===== src/rtl/common_pkg.sv =====
// Shared fetch types: the buffered {pc, instruction} entry and the PC increment.
package common;
   typedef struct packed {
      logic [31:0] pc;
      logic [31:0] data;
   } fetch_entry_t;

   localparam logic [31:0] PC_STEP = 32'd4;
endpackage


===== src/rtl/fetch_fifo.sv =====
// Instruction buffer: synchronous FIFO of fetch entries with flush.
// The head entry is read straight from storage so it is register-driven.
module fetch_fifo
   import common::*;
#(
   parameter int DEPTH = 2,
   localparam int AW = $clog2(DEPTH),
   localparam int CW = $clog2(DEPTH + 1)
) (
   input  logic          clk,
   input  logic          rst,
   input  logic          push,
   input  fetch_entry_t  push_data,
   input  logic          pop,
   input  logic          flush,
   output fetch_entry_t  head,
   output logic [CW-1:0] occupancy
);
   fetch_entry_t [DEPTH-1:0] mem_q, mem_d;
   logic [AW-1:0] wr_ptr_q, wr_ptr_d, rd_ptr_q, rd_ptr_d;
   logic [CW-1:0] count_q, count_d;

   always_comb begin
      mem_d    = mem_q;
      wr_ptr_d = wr_ptr_q;
      rd_ptr_d = rd_ptr_q;
      count_d  = count_q;
      // Flush wins over a simultaneous push/pop; storage is left as-is.
      if (flush) begin
         wr_ptr_d = '0;
         rd_ptr_d = '0;
         count_d  = '0;
      end else begin
         if (push) begin
            mem_d[wr_ptr_q] = push_data;
            wr_ptr_d        = wr_ptr_q + AW'(1);
         end
         if (pop) rd_ptr_d = rd_ptr_q + AW'(1);
         count_d = count_q + CW'(push) - CW'(pop);
      end
   end

   always_ff @(posedge clk or posedge rst) begin
      if (rst) begin
         mem_q    <= '0;
         wr_ptr_q <= '0;
         rd_ptr_q <= '0;
         count_q  <= '0;
      end else begin
         mem_q    <= mem_d;
         wr_ptr_q <= wr_ptr_d;
         rd_ptr_q <= rd_ptr_d;
         count_q  <= count_d;
      end
   end

   assign head      = mem_q[rd_ptr_q];
   assign occupancy = count_q;
endmodule


===== src/rtl/instruction_fetch.sv =====
// Fetch stage: owns the PC, issues credit-limited memory requests, buffers
// in-order responses and hands {pc, instruction} to decode; redirects flush.
module instruction_fetch
   import common::*;
#(
   parameter logic [31:0] RESET_PC   = 32'h0000_0000,
   parameter int          FIFO_DEPTH = 2
) (
   input  logic        clk,
   input  logic        rst,
   output logic        imem_req_valid,
   input  logic        imem_req_ready,
   output logic [31:0] imem_req_addr,
   input  logic        imem_rsp_valid,
   input  logic [31:0] imem_rsp_data,
   input  logic        redirect_valid,
   input  logic [31:0] redirect_pc,
   output logic        instr_valid,
   input  logic        instr_ready,
   output logic [31:0] instr_data,
   output logic [31:0] instr_pc
);
   localparam int CW = $clog2(FIFO_DEPTH + 1);

   logic [31:0]   fetch_pc_q, fetch_pc_d, rsp_pc_q, rsp_pc_d, redirect_target;
   logic [CW-1:0] outstanding_q, outstanding_d, drop_q, drop_d, occupancy;
   logic          pop, credit, accept, discard, push;
   fetch_entry_t  head;

   assign redirect_target = redirect_pc & 32'hFFFF_FFFC;
   assign instr_valid     = (occupancy != '0);
   assign pop             = instr_valid & instr_ready;

   // Every in-flight request must already own a FIFO slot when it returns.
   assign credit = (int'(outstanding_q) + int'(occupancy) - int'(pop)) < FIFO_DEPTH;
   assign imem_req_valid = credit & ~redirect_valid & ~rst;
   assign imem_req_addr  = fetch_pc_q;
   assign accept         = imem_req_valid & imem_req_ready;

   assign discard = imem_rsp_valid & (redirect_valid | (drop_q != '0));
   assign push    = imem_rsp_valid & ~discard;

   always_comb begin
      fetch_pc_d    = fetch_pc_q;
      rsp_pc_d      = rsp_pc_q;
      drop_d        = drop_q;
      outstanding_d = outstanding_q + CW'(accept) - CW'(imem_rsp_valid);
      if (accept) fetch_pc_d = fetch_pc_q + PC_STEP;
      if (push) rsp_pc_d = rsp_pc_q + PC_STEP;
      if (imem_rsp_valid && drop_q != '0) drop_d = drop_q - CW'(1);
      // Everything still in flight belongs to the old stream.
      if (redirect_valid) begin
         fetch_pc_d = redirect_target;
         rsp_pc_d   = redirect_target;
         drop_d     = outstanding_q - CW'(imem_rsp_valid);
      end
   end

   always_ff @(posedge clk or posedge rst) begin
      if (rst) begin
         fetch_pc_q    <= RESET_PC;
         rsp_pc_q      <= RESET_PC;
         outstanding_q <= '0;
         drop_q        <= '0;
      end else begin
         fetch_pc_q    <= fetch_pc_d;
         rsp_pc_q      <= rsp_pc_d;
         outstanding_q <= outstanding_d;
         drop_q        <= drop_d;
      end
   end

   fetch_fifo #(.DEPTH(FIFO_DEPTH)) u_fifo (
      .clk       (clk),
      .rst       (rst),
      .push      (push),
      .push_data ('{pc: rsp_pc_q, data: imem_rsp_data}),
      .pop       (pop),
      .flush     (redirect_valid),
      .head      (head),
      .occupancy (occupancy)
   );

   assign instr_data = head.data;
   assign instr_pc   = head.pc;
endmodule


===== config.mk =====
export PLATFORM = sky130hd
export DESIGN_NAME = instruction_fetch
export DESIGN_NICKNAME = d
export VERILOG_FILES = /design/src/rtl/common_pkg.sv /design/src/rtl/fetch_fifo.sv /design/src/rtl/instruction_fetch.sv
export SDC_FILE = /design/constraint.sdc
export NUM_CORES = 1
export LEC_CHECK = 0
export BUFFER_PORTS_ARGS = -buffer_cell sky130_fd_sc_hd__buf_2
export CORE_MARGIN = 2
export CORE_UTILIZATION = 51
export DETAILED_ROUTE_END_ITERATION = 8
export PLACE_DENSITY = 0.71
export SYNTH_ARGS = -nofsm -noshare
export SYNTH_HDL_FRONTEND = slang
export SYNTH_SLANG_ARGS = --single-unit

===== constraint.sdc =====
create_clock -name clk -period 6.32 [get_ports clk]
set_input_delay 0.316 -clock clk [delete_from_list [all_inputs] [get_ports clk]]
set_output_delay 0.316 -clock clk [all_outputs]
set_load 0.005 [all_outputs]

==> results by group, run 1 <==
Yosys
  – Sequential area share after synthesis: between 50 and 60%
  – Top post-synthesis cells by area: dfrtp_1 (51%), mux2_2 (25%), xnor2_1 (3.4%)
  – Top FF cell, synth: dfrtp_1
  – Synthesis-stage register bit count: 192
  – Mapped cell area: around 9400 µm²
  – Synth warn: 0
  – Leading area contributor after synthesis: dfrtp_1
  – Mapped Cells: 749
  – Cell variety after synth: 53
  – Asr flop ratio synth: 100%
  – Yosys top cell area share: roughly half
  – Synthesized area per cell: 12.6 µm²
  – Number of enable flip-flop cells after synthesis: 0

CTS
  – TritonCTS buffer count: 17
  – CTS clk-pin slew, worst paths: roughly 0.07 ns
  – Root buffer cell: clkbuf_16
  – H-Tree Depth: 4
  – Worst skew pair latency: between 0.4 and 0.5 ns
  – Setup Fix Bufs, Post-CTS: 0
  – CTS Hold Buffers Added: 0
  – Clk sinks: roughly 190
  – CTS tree: done
  – Post-CTS Resized: 0
  – CTS max path bufs: 2

Floorplanning
  – Core box area: ~18000 µm²
  – Width of the die: between 100 and 150 µm
  – Num rows: ~50
  – Initial core utilization: roughly 52%
  – Die Footprint: 19500 µm²
  – Io pins: 168
  – Die height: between 100 and 150 µm

Global route
  – Grt ovf: 0
  – All-layer global routing usage: 20.9%
  – Initial antenna violation count: 0
  – Vias in the first global route: approximately 6300
  – Largest net degree at the start of global routing: 117
  – First-pass GRT wire length: 32800 µm

Power and ir drop
  – Power per cell area: 402 nW/µm²
  – Maximum VDD drop: approximately 0.23 mV
  – P_leak: between 5 and 6 nW

Timing
  – Part of the cycle the worst path needs: about 60%
  – Post-Route Setup TNS: 0 ns
  – Final Hold Slack: 0.0980 ns
  – Worst slew pin tran: approximately 0.95 ns
  – Final setup violation count: 0
  – Relative slew slack: between 30% and 40%
  – Worst setup margin: about 2.5 ns
  – Max Freq: approximately 0.26 GHz
  – Min Clock Period, post-route: 3.82 ns
  – Final Skew: a little over 0.01 ns
  – RSZ-0062 raised after global routing: no
  – Hold Vio Cnt, Final: 0
  – Final Max Slew Viols: 0

Worst setup path
  – CP top delay family: adder cells
  – Reg2reg start: u_fifo.occupancy[1]
  – Buf/Inv on CP: 4
  – CP required: around 6.7 ns
  – Setup slack, reg-to-reg: ~2.5 ns
  – RR Endpoint: outstanding_q[1]
  – Worst-path maximum fanout: 20
  – Critical path type: reg2reg
  – Worst setup EP type: flop
  – Slowest CP cell: a32o_1
  – Critical-path cell list: inv_1, nand2_1, and2_1, ha_1, inv_1, nand2_1, fa_1, nor2b_1, a32o_1, and2_1, inv_1, ha_1, inv_1, ha_1, xnor2_1, xnor2_1
  – CP Launch Type: flop
  – Crit-path max cell delay: about 0.73 ns
  – Worst Path Arrival: about 4.2 ns
  – Most Frequent Cell on Critical Path: inv_1
  – Worst r2r path cells: 16
  – CP Depth: 16

Run status
  – Outcome: complete, no violations

Route
  – DRC Markers: 0
  – Drt pass-1 iters: 4
  – Vias: about 6300
  – Drt first-iter violations: 357
  – Routed wire length: 20000 µm
  – Antenna Violating Nets Remaining: 0
  – Routed WL per cell: between 15 and 20 µm
  – Via density: ~5.5

Finish
  – Area Overhead vs Synth: 16.6%
  – Share of cells above drive strength 1: a little under half
  – Commonest non-fill, non-tap cells in the layout: mux2_2 (213), dfrtp_1 (191), buf_2 (161)
  – Layout net count: 979
  – Diode count: 0
  – Fillers: 1514
  – Commonest non-fill, non-tap cell in the layout: mux2_2
  – Post-Layout Cell Count: 1140

Worst hold path
  – Min-Delay Path Class: in2async

Job
  – MaxCap Viol Count: 0

Placement
  – Post-Place Setup Slack: ~2.5 ns
  – Inst Count DP: 1108
  – DP HPWL: between 10000 and 15000 µm
  – GPL Wtd Cong: 0.826
  – Count of input and output buffers: between 150 and 200
## per-stage QoR
step / total power, mW / instance area (µm²) / util (%)
2_1_floorplan: 2.86 / 9420 / -
3_3_place_gp: 3.35 / 10400 / 57.6
3_5_place_dp: 3.39 / 10400 / 57.6
4_1_cts: 4.47 / 11000 / 60.8
5_1_grt: 4.70 / 11000 / 60.8
6_report: 4.41 / 11000 / 60.8
## cells by family (layout without fill, tap and decap cells)
family / after synthesis / after routing / share of synthesized area, %
other cells: 1 / 4 / 0.0399
xor+xnor: 56 / 56 / 5.21
simple gates: 158 / 158 / 9.91
compound gates: 48 / 48 / 3.19
fa+ha+maj: 11 / 11 / 1.54
mux: 219 / 219 / 26.1
flops: 192 / 192 / 51.1
buf+inv: 64 / 223 / 2.89
## synthesized netlist by cell type (7+ instances only)
library cell	number
dfrtp_1	192
nand3_1	23
inv_1	25
nor2_1	18
ha_1	10
nand2_1	31
o21ai_0	15
nor4_1	7
and3_1	7
nand4_1	18
a21oi_1	8
clkbuf_1	16
nor3_1	15
mux2_2	213
xor2_1	19
xnor2_1	37
buf_1	16
## area by class of cell
type / instances / area [µm²] / area share, %
well taps: 229 / 287 / 2.61
inverters: 25 / 101 / 0.924
clock buffers: 19 / 443 / 4.04
multi-input cells: 496 / 4350 / 39.7
flip-flops and latches: 192 / 4810 / 43.8
repair buffers: 166 / 843 / 7.69
clock inverters: 13 / 138 / 1.25
## where the power goes
group,total [mW],internal (mW),switching (mW)
clock network,1.06,0.595,0.462
registers,1.91,1.65,0.265
logic,1.44,0.851,0.593
total,4.41,3.09,1.32
## flip-flops by register name, summed over array words and instances, names as in the netlist
signal and flops:
drop_q 2, imem_req_addr 30, outstanding_q 2, rsp_pc_q 30, u_fifo.mem_q 124, u_fifo.occupancy 2, u_fifo.rd_ptr_q 1, u_fifo.wr_ptr_q 1
## layer usage
metal	wire, µm	track usage, %	part of all wire (%)	up-vias
li1	-	-	-	2964
met1	9860	31.1	49	3098
met2	9010	31.7	45	185
met3	984	4.40	4.9	8
met4	112	4.74	0.56	0
met5	0	0	0	-
## worst max-delay path by stage
stage,start,endpoint
floorplan,rst,drop_q[0]
global placement,u_fifo.occupancy[1],outstanding_q[1]
detailed placement,u_fifo.occupancy[1],outstanding_q[1]
CTS,u_fifo.occupancy[1],outstanding_q[1]
global route,u_fifo.occupancy[1],outstanding_q[1]
finish,u_fifo.occupancy[1],outstanding_q[1]
Power figures use the tool's default switching activity.
==> run 2, diff against run 1 <==
--- a/config.mk
+++ b/config.mk
@@ -9,7 +9,7 @@
 export CORE_MARGIN = 2
 export CORE_UTILIZATION = 51
 export DETAILED_ROUTE_END_ITERATION = 8
-export PLACE_DENSITY = 0.71
+export PLACE_DENSITY = 0.74
 export SYNTH_ARGS = -nofsm -noshare
 export SYNTH_HDL_FRONTEND = slang
 export SYNTH_SLANG_ARGS = --single-unit
==> constraint.sdc (replaced) <==
create_clock -name clk -period 3.2 [get_ports clk]
set_input_delay 0.16 -clock clk [delete_from_list [all_inputs] [get_ports clk]]
set_output_delay 0.16 -clock clk [all_outputs]
set_load 0.005 [all_outputs]
==> run 2 against run 1 <==
Power up 110%. Via count increased by 5.9%. Combinational power increased by 110%. Clock power increased by 110%. Register-to-register slack got worse by 2.3 ns. Clock skew decreased by 0.0037 ns. Setup slack lost 2.3 ns. Non-clock buffer count increased by 56. Critical endpoint unchanged. Highest routed layer unchanged.
==> results by group, run 2 (synthesis gave the netlist of run 1 again) <==
CTS
  – TritonCTS buffer count: 17
  – Worst skew pair latency: about 0.43 ns
  – Setup Fix Bufs, Post-CTS: 0
  – CTS tree: done
  – Clk sinks: between 150 and 200
  – Root buffer cell: clkbuf_16
  – CTS clk-pin slew, worst paths: 0.07 ns
  – CTS max path bufs: 2
  – H-Tree Depth: 4

Timing
  – Min Clock Period, post-route: 3.03 ns
  – Max Freq: 0.330 GHz
  – Relative slew slack: a little over half
  – RSZ-0062 raised after global routing: no
  – Final setup violation count: 0
  – Final Max Slew Viols: 0
  – Part of the cycle the worst path needs: between 90% and 100%
  – Final Skew: roughly 0.0067 ns
  – Worst setup margin: 0.172 ns
  – Worst slew pin tran: between 0.7 and 0.8 ns
  – Hold Vio Cnt, Final: 0
  – Post-Route Setup TNS: 0 ns

Finish
  – Largest Register: u_fifo.mem_q
  – Commonest non-fill, non-tap cell in the layout: mux2_2
  – Share of cells above drive strength 1: ~45%
  – Layout net count: approximately 1000
  – Commonest non-fill, non-tap cells in the layout: mux2_2 (213), dfrtp_1 (191), buf_2 (161)
  – Largest register FFs: between 100 and 150
  – Area Overhead vs Synth: 23.5%
  – Diode count: 0

Worst setup path
  – Crit-path max cell delay: 0.45 ns
  – Worst Path Arrival: approximately 3.4 ns
  – Worst setup EP type: flop
  – CP top delay family: adder cells
  – Critical path type: reg2reg
  – Worst-path maximum fanout: 4
  – Buf/Inv on CP: 4
  – Critical-path cell list: inv_2, nand2_1, and2_1, ha_1, inv_1, nand2_1, fa_1, nor2b_2, a32o_2, and2_4, inv_2, ha_1, inv_1, ha_1, xnor2_2, xnor2_1
  – CP Launch Type: flop
  – Slowest CP cell: fa_1
  – CP required: 3.54 ns
  – Most Frequent Cell on Critical Path: ha_1

Floorplanning
  – Num rows: about 50
  – Width of the die: roughly 140 µm
  – Core box area: roughly 18000 µm²
  – Initial core utilization: 52.2%
  – Die height: 140 µm
  – Die Footprint: between 15000 and 20000 µm²
  – Io pins: about 170

Global route
  – Largest net degree at the start of global routing: around 110
  – Initial antenna violation count: 0
  – Vias in the first global route: ~7000
  – All-layer global routing usage: between 20% and 30%
  – First-pass GRT wire length: 35400 µm
  – Grt ovf: 0

Power and ir drop
  – P_leak: about 5.3 nW
  – Maximum VDD drop: 0.437 mV
  – Power per cell area: between 700 and 800 nW/µm²

Route
  – Routed WL per cell: 17.9 µm
  – Routed wire length: around 21000 µm
  – Drt first-iter violations: between 300 and 400
  – Antenna Violating Nets Remaining: 0
  – Via density: 5.54
  – Drt pass-1 iters: 4
  – DRC Markers: 0
  – Vias: roughly 6600

Placement
  – GPL Wtd Cong: 0.862
  – DP HPWL: between 10000 and 15000 µm
  – Post-Place Setup Slack: around 0.11 ns
  – Count of input and output buffers: about 160

Worst hold path
  – Min-Delay Path Class: in2reg

Run status
  – Outcome: complete, no violations

Job
  – MaxCap Viol Count: 0
==> run 2: changes by cell type in the layout (fill, tap and decap cells not counted), sizes merged <==
cell | previous run | this run
clkinv | 6 | 2
buf | 166 | 174
bufinv | 2 | 4
clkinvlp | 3 | 6
inv | 27 | 26
dlygate4sd3 | 0 | 48
==> run 2: where the power goes <==
group / switching (mW) / internal (mW)
Clock: 0.934 / 1.33
Sequential: 0.548 / 3.25
Combinational: 1.23 / 1.78
==> run 2: metrics by stage <==
step | total power, mW | cell area, µm² | std cells | hold slack, ns | utilization, %
after floorplan | 5.64 | 9420 | 752 | 0.277 | -
after global placement | 6.67 | 10500 | 1116 | 0.355 | 58.2
after detailed placement | 6.78 | 10500 | 1116 | 0.338 | 58.2
after CTS | 9.12 | 11600 | 1196 | 0.00166 | 64.4
after global routing | 9.64 | 11600 | 1196 | 0.00738 | 64.4
final | 9.07 | 11600 | 1196 | 0.0205 | 64.4
==> run 2: timing repair <==
action,4_1_cts,5_1_grt
hold endpoints to repair,116,0
hold buffers,48,0
endpoints found under the setup margin,0,1
resized for setup,0,6
==> run 2: final timing paths <==
check	start	endpoint	cells past startpoint	slack [ns]
setup reg to reg	u_fifo.occupancy[1]	outstanding_q[1]	16	0.17
hold reg to reg	u_fifo.mem_q[126]	u_fifo.mem_q[126]	2	0.48
hold / removal	redirect_pc[5]	rsp_pc_q[5]	2	0.02
max in group asynchronous	rst	u_fifo.mem_q[24]	4	1.79
min in group asynchronous	rst	imem_req_addr[8]	3	0.43
setup / recovery	u_fifo.occupancy[1]	outstanding_q[1]	16	0.17
==> run 2: worst reg2reg max path, cell delays in order, from the launching register on <==
cell and delay (ns):
dfrtp_1 0.38, inv_2 0.07, nand2_1 0.06, and2_1 0.18, ha_1 0.29, inv_1 0.08, nand2_1 0.07, fa_1 0.45
nor2b_2 0.16, a32o_2 0.26, and2_4 0.16, inv_2 0.08, ha_1 0.22, inv_1 0.05, ha_1 0.17, xnor2_2 0.12
xnor2_1 0.15
==> run 2: final cells by class <==
type | count | area, µm²
clock inverters | 13 | 185
inverters | 25 | 97.6
repair buffers | 222 | 1430
fillers | 1395 | 6410
multi-input cells | 496 | 4360
well taps | 229 | 287
clock buffers | 19 | 443
flip-flops and latches | 192 | 4810
==> run 2: metal layers <==
metal,vias to the layer above,GRT usage [%],wire length [µm]
met3,23,4.20,1150
met1,3312,31.0,9850
met5,-,0,0
met4,0,6.47,278
li1,3073,-,-
met2,213,36.9,10200
